**src/rtl/morse_sequencer.sv**
```systemverilog
// morse_sequencer: looks up ASCII characters in morse_table and keys them out with Morse unit timing
module morse_sequencer #(
  parameter int DATA_WIDTH  = 16,
  parameter int ADDR_WIDTH  = 8,
  parameter int UNIT_CYCLES = 10_000_000
) (
  input  logic                  clk,
  input  logic                  rst_n,
  input  logic [ADDR_WIDTH-1:0] char_in,
  input  logic                  char_valid,
  output logic                  char_ready,
  output logic [ADDR_WIDTH-1:0] table_addr,
  input  logic [DATA_WIDTH-1:0] table_data,
  output logic                  morse_out,
  output logic                  busy,
  output logic                  char_done,
  output logic                  char_err
);
  localparam int CW = $clog2(UNIT_CYCLES);
  localparam int SW = $clog2(DATA_WIDTH / 2) + 1;
  typedef enum logic [2:0] {IDLE, LOOKUP, LATCH, DECODE, MARK, SYM_GAP, CHAR_GAP, WORD_GAP} state_t;
  state_t state, next;
  logic [DATA_WIDTH-1:0] shreg;
  logic [SW-1:0] sym_cnt, sym_nxt;
  logic [CW-1:0] cyc_cnt;
  logic [2:0] unit_cnt, target;
  logic dash, tick, done, timed, accept, last_sym;
  assign char_ready = state == IDLE;
  assign busy = !char_ready;
  assign morse_out = state == MARK;
  assign accept = char_valid && char_ready;
  assign sym_nxt = sym_cnt + SW'(1);
  assign tick = cyc_cnt == CW'(UNIT_CYCLES - 1);
  assign timed = state inside {MARK, SYM_GAP, CHAR_GAP, WORD_GAP};
  assign target = state == MARK ? (dash ? 3'd3 : 3'd1) :
                  state == SYM_GAP ? 3'd1 : state == CHAR_GAP ? 3'd3 : 3'd7;
  assign done = tick && unit_cnt == target - 3'd1;
  assign last_sym = !shreg[DATA_WIDTH-3] || sym_nxt == SW'(DATA_WIDTH / 2);
  // next-state decode plus the one-cycle done/error pulses
  always_comb begin
    next = state;
    char_done = 1'b0;
    char_err = 1'b0;
    case (state)
      IDLE:     if (accept) next = char_in == ADDR_WIDTH'('h20) ? WORD_GAP : LOOKUP;
      LOOKUP:   next = LATCH;
      LATCH:    begin next = |table_data ? DECODE : IDLE; char_err = ~|table_data; end
      DECODE:   next = shreg[DATA_WIDTH-1] ? MARK : CHAR_GAP;
      MARK:     if (done) next = last_sym ? CHAR_GAP : SYM_GAP;
      SYM_GAP:  if (done) next = DECODE;
      default:  if (done) begin next = IDLE; char_done = 1'b1; end
    endcase
  end
  // state register, lookup address and symbol shift register
  always_ff @(posedge clk) begin
    if (!rst_n) begin
      state <= IDLE;
      table_addr <= '0;
      shreg <= '0;
      sym_cnt <= '0;
      dash <= 1'b0;
    end else begin
      state <= next;
      if (next == LOOKUP) table_addr <= char_in;
      if (state == LATCH) begin shreg <= table_data; sym_cnt <= '0; end
      if (state == DECODE) dash <= shreg[DATA_WIDTH-2];
      if (state == MARK && done) begin shreg <= shreg << 2; sym_cnt <= sym_nxt; end
    end
  end
  // unit timer, cleared on every state change so nothing carries between states
  always_ff @(posedge clk) begin
    if (!rst_n || next != state || !timed) begin
      cyc_cnt <= '0;
      unit_cnt <= '0;
    end else begin
      cyc_cnt <= tick ? '0 : cyc_cnt + CW'(1);
      if (tick) unit_cnt <= unit_cnt + 3'd1;
    end
  end
endmodule
```
**config.mk**
```make
export PLATFORM = sky130hd
export DESIGN_NAME = morse_sequencer
export DESIGN_NICKNAME = d
export VERILOG_FILES = /design/src/rtl/morse_sequencer.sv
export SDC_FILE = /design/constraint.sdc
export NUM_CORES = 1
export LEC_CHECK = 0
export ABC_AREA = 0
export CORE_MARGIN = 10
export CORE_UTILIZATION = 55
export CTS_CLUSTER_DIAMETER = 120
export DETAILED_ROUTE_END_ITERATION = 16
export PLACE_DENSITY = 0.89
export SLEW_MARGIN = 15
export SYNTH_ARGS = -nofsm -noshare
export SYNTH_HDL_FRONTEND = slang
export SYNTH_SLANG_ARGS = --single-unit
```
**constraint.sdc**
```tcl
create_clock -name clk -period 2.98 [get_ports clk]
set_input_delay 0.298 -clock clk [delete_from_list [all_inputs] [get_ports clk]]
set_output_delay 0.298 -clock clk [all_outputs]
set_load 0.01 [all_outputs]
```
# Yosys cells after proc, flatten, opt, wreduce, memory -nomap -nowiden
# Index checks and enable logic that the tools add are counted.
# op_classes
addsub	4
n_eq_ne	13
n_mux	20
n_bitwise	1
n_reduce_logical	18
# ops
operator	count
2-to-1 mux 16 bit	2
adder 24 x 1 -> 24 bit, second input constant	1
equality test 24 bit, second input constant	1
2-to-1 mux 3 bit	8
one-hot mux 3 bit (6 select lines)	1
OR reduction 16 bit	1
equality test 3 bit, second input constant	4
equality test 8 x 6 -> 1 bit, second input constant	1
2-to-1 mux 2 bit	4
2-to-1 mux 4 bit	2
equality test 3 x 1 -> 1 bit, second input constant	2
equality test 3 x 2 -> 1 bit, second input constant	2
OR reduction 6 bit	1
zero test 1 bit	5
adder 4 x 1 -> 4 bit, second input constant	1
equality test 4 bit, second input constant	1
nonzero test 4 bit	1
OR reduction 2 bit	2
adder 3 x 1 -> 3 bit, second input constant	1
equality test 3 bit	1
logical AND 1 bit	3
zero test 3 bit	1
logical OR 1 bit	3
2-to-1 mux 1 bit	3
4 further kinds	4
# totals
ff_bits	59
in_bits	27
output_inout_bits	13
elab_cells	64

# Depth between registers and ports, before layout
# logic_depth
word_depth	13
ltp_mapped	8
ltp_nobuf	7

# Worst setup path before layout
# OpenSTA, ideal clock, no wires.
# synth_timing
path_kind	register to register
startpoint	reg state[1]
endpoint	reg shreg[13]
setup_ns	0.145
t_arrival_ns	2.120
t_required_ns	2.835
slack_ns	0.716
path_stages_with_launch	9
n_path_buf	3
period_less_slack_ns	2.264
path_cell_list	dfxtp_1 > buf_6 > or3b_4 > or4_1 > a2111o_1 > buf_6 > buf_2 > nor2_1 > a211oi_2
# synth_via
elab_chain_len	9
elab_cells_between_ends	13
classes_between	add/sub (1); eq/ne (5); mux (4); reduce/logical (3)
# synth_rtl
item	line	source
start: declaration	22	state_t state, next;
start signal: assignment	63	state <= next;
equality test 3 bit	36	state == SYM_GAP ? 3'd1 : state == CHAR_GAP ? 3'd3 : 3'd7;
2-to-1 mux 3 bit (2 in series)	36	
2-to-1 mux 3 bit	35	assign target = state == MARK ? (dash ? 3'd3 : 3'd1) :
subtractor 3 x 1 -> 3 bit	37	assign done = tick && unit_cnt == target - 3'd1;
equality test 3 bit	37	
logical AND 1 bit	37	
logical AND 1 bit	67	if (state == MARK && done) begin shreg <= shreg << 2; sym_cnt <= sym_nxt; end
2-to-1 mux 16 bit / nonzero test 2 bit (equally long branches)	n/a	
end signal: assignment	67	
end: declaration	23	logic [DATA_WIDTH-1:0] shreg;
# Several ways; a longest one is shown, not always the timed one.
# A chain may end at the register's enable or synchronous reset.

# Worst setup path in the final report
# layout_timing
startpoint	reg cyc_cnt[0]
endpoint	out char_done
# layout_via
elab_chain_len	4
# layout_rtl
item	line	source
start: declaration	25	logic [CW-1:0] cyc_cnt;
start signal: assignment	76	cyc_cnt <= tick ? '0 : cyc_cnt + CW'(1);
equality test 24 bit	33	assign tick = cyc_cnt == CW'(UNIT_CYCLES - 1);
logical AND 1 bit	37	
2-to-1 mux 1 bit	51	default: if (done) begin next = IDLE; char_done = 1'b1; end
2-to-1 mux 1 bit	44	case (state)
end: declaration	16	output logic char_done,
# Every way passes these cells.

==> results.json <==
{
  "dp_hpwl_um": 4880,
  "status": "finished clean",
  "top_layer": "met4",
  "die_w_um": 93.7,
  "die-area_um2": 8780,
  "antenna_found_initial": 0,
  "startpoint_type": "flip-flop",
  "tightest_slew_ps": 765,
  "rsz0062_at_grt": "no",
  "io_pins": 40,
  "drtIter0Drc": 141,
  "syn_avg_cell_area_um2": 9.07,
  "synthXorXnorAreaFrac": 0.0645,
  "synth_edf_count": 0,
  "ant_nets": 0,
  "cp-end-kind": "output port",
  "wl_um": 6930,
  "io_buffers": 39,
  "tritoncts": "done",
  "worst_ep_arrival_time_ps": 2580,
  "wl_met3_um": 330,
  "finalCoreUtilization": 0.696,
  "cts_hold_repair.buffers": 0,
  "hold_path.class": "flip-flop to flip-flop",
  "cts_root_buf": "clkbuf_8",
  "initial_utilization": 0.577,
  "grt.total_usage": 0.164,
  "criticalPathCategory": "flip-flop to output port",
  "final_common_cell": "dfxtp_1",
  "nFillCells": 398,
  "grt_pass1_wl_um": 11600,
  "vias": 2522,
  "final_cell_mix": "59 x dfxtp_1, 55 x nor2_1, 39 x clkdlybuf4s50_1",
  "rows": 26,
  "ff2ff_setup_slack_ps": 490,
  "grt-ovfl-total": 0,
  "vdd.ir_drop.worst_mv": 0.451,
  "multiInputGateArea_um2": 1670,
  "drtPass1Iterations": 7,
  "maxCapViolations": 0,
  "p_leak_nw": 1.27,
  "ys.flop_type": "dfxtp_1",
  "die_h_um": 93.7,
  "clk_path_buf_depth": 2,
  "htreeDepth": 3,
  "viasPerCell": 5.67,
  "insertion_delay_ps": 330,
  "setup_viol": 0,
  "layout_min_cycle_time_ps": 2880,
  "ys_ff_latch": 59,
  "grt_pass1_vias": 2360,
  "slew_headroom": 0.486,
  "grt_max_degree": 36,
  "clk_pin_slew_ps": 70,
  "placed_cells": 428,
  "synth_area_um2": 2990,
  "muxShareOfSynthArea": 0.0905,
  "ys_async_sr_fraction": 0,
  "synth_adder_area_share": 0.0126,
  "drc_errors": 0,
  "cts_inserted_buffers": 9,
  "synth_compound_area_frac": 0.136,
  "route.met2.wl_um": 3230,
  "core_region_area_um2": 5170,
  "power_density_nw_per_um2": 497,
  "final_area_um2": 3600,
  "finalClockSkew_ps": 8.64,
  "slew_violations": 0,
  "synth_top_family_by_area": "simple AND/OR/NAND/NOR gates",
  "required_ps": 2680,
  "syn_inst": 329,
  "n_antenna_cell": 0,
  "synth_nets": 359,
  "final_cells": 445,
  "max_freq_mhz": 347,
  "worstPathMaxFanout": 4,
  "routabilityCongestion": 0.884,
  "final.period_utilization": 0.967,
  "yosysWarnings": 0,
  "synth_seq_area_share": 0.396,
  "seqCellArea_um2": 1180,
  "power.total_mw": 1.79,
  "wl_per_cell_um": 15.6,
  "cts.sinks": 59,
  "setup-tns-final_ps": 0,
  "met1_length_um": 3210,
  "final_nets": 400,
  "synth.distinct_cells": 54,
  "syn_to_final_growth_pct": 20.6,
  "hold_viol": 0,
  "dpl_cell_area_um2": 3400,
  "synth-simple-area-share": 0.254,
  "drive_above_1_share": 0.112
}
synthesized netlist by cell type, types with 4 or more instances:
| master | n | share of area |
|---|---|---|
| mux2i_1 | 27 | 0.091 |
| nand3_1 | 14 | 0.023 |
| a21oi_1 | 8 | 0.013 |
| nand2b_1 | 4 | 0.0084 |
| xnor2_1 | 5 | 0.015 |
| or4_1 | 4 | 0.010 |
| a211oi_2 | 14 | 0.059 |
| nor3_1 | 6 | 0.010 |
| nor4_1 | 9 | 0.019 |
| nor4b_1 | 4 | 0.012 |
| xor2_1 | 17 | 0.050 |
| nand2_1 | 19 | 0.024 |
| inv_1 | 9 | 0.011 |
| or3_1 | 4 | 0.0084 |
| nand4_1 | 10 | 0.021 |
| nor2_1 | 55 | 0.069 |
| dfxtp_1 | 59 | 0.40 |
| clkbuf_1 | 7 | 0.0088 |
| nor2b_1 | 5 | 0.010 |
where the power goes:
part	leakage, nW	internal, mW	switching (mW)
combinational	0.688	0.134	0.121
clock	0.0997	0.392	0.298
sequential	0.478	0.821	0.0251
total	1.27	1.35	0.444
registers in the layout (all words and copies together), names as in the netlist:
name	flops
cyc_cnt	24
dash	1
shreg	16
state	3
sym_cnt	4
table_addr	8
unit_cnt	3
path summary, 6_finish.rpt:
kind,end,from,cells past startpoint
setup reg to reg,sym_cnt[2],cyc_cnt[0],8
setup / recovery,char_done,cyc_cnt[0],5
hold / removal,cyc_cnt[0],cyc_cnt[0],1
hold reg to reg,cyc_cnt[0],cyc_cnt[0],1
kinds of logic after synthesis:
group,Yosys count
fa+ha+maj,3
mux,27
buf+inv,25
flops,59
compound gates,45
xor+xnor,22
simple gates,148
worst max-delay path, cell delays in order, from the launching register on:
cell	delay (ps)
dfxtp_1	380
ha_1	250
nand4_1	130
or4_1	590
nor3_1	290
clkdlybuf4s50_1	590
cell type report:
class,count,share of cell area
clock buffers,15,0.0518
multi-input cells,245,0.463
clock inverters,1,0.00139
flip-flops and latches,59,0.328
repair buffers,45,0.121
inverters,10,0.0104
well taps,70,0.0243
per-stage QoR:
step | worst slack, ps | hold slack, ps
after floorplan | 716 | 430
after global placement | 448 | 444
after detailed placement | 366 | 469
after CTS | 132 | 485
after global routing | 15.9 | 502
final | 97.6 | 478
what timing repair did:
action | CTS | global route
gates resized for setup | 0 | 0
setup buffers | 1 | 0
setup endpoints to repair | 1 | 0
layer usage:
metal  track usage  vias to the layer above
li1              -                     1267
met1         0.211                     1172
met2         0.250                       70
met3        0.0344                       13
met4        0.0886                        0
met5             0                        -
(Power assumes the default switching activity.)
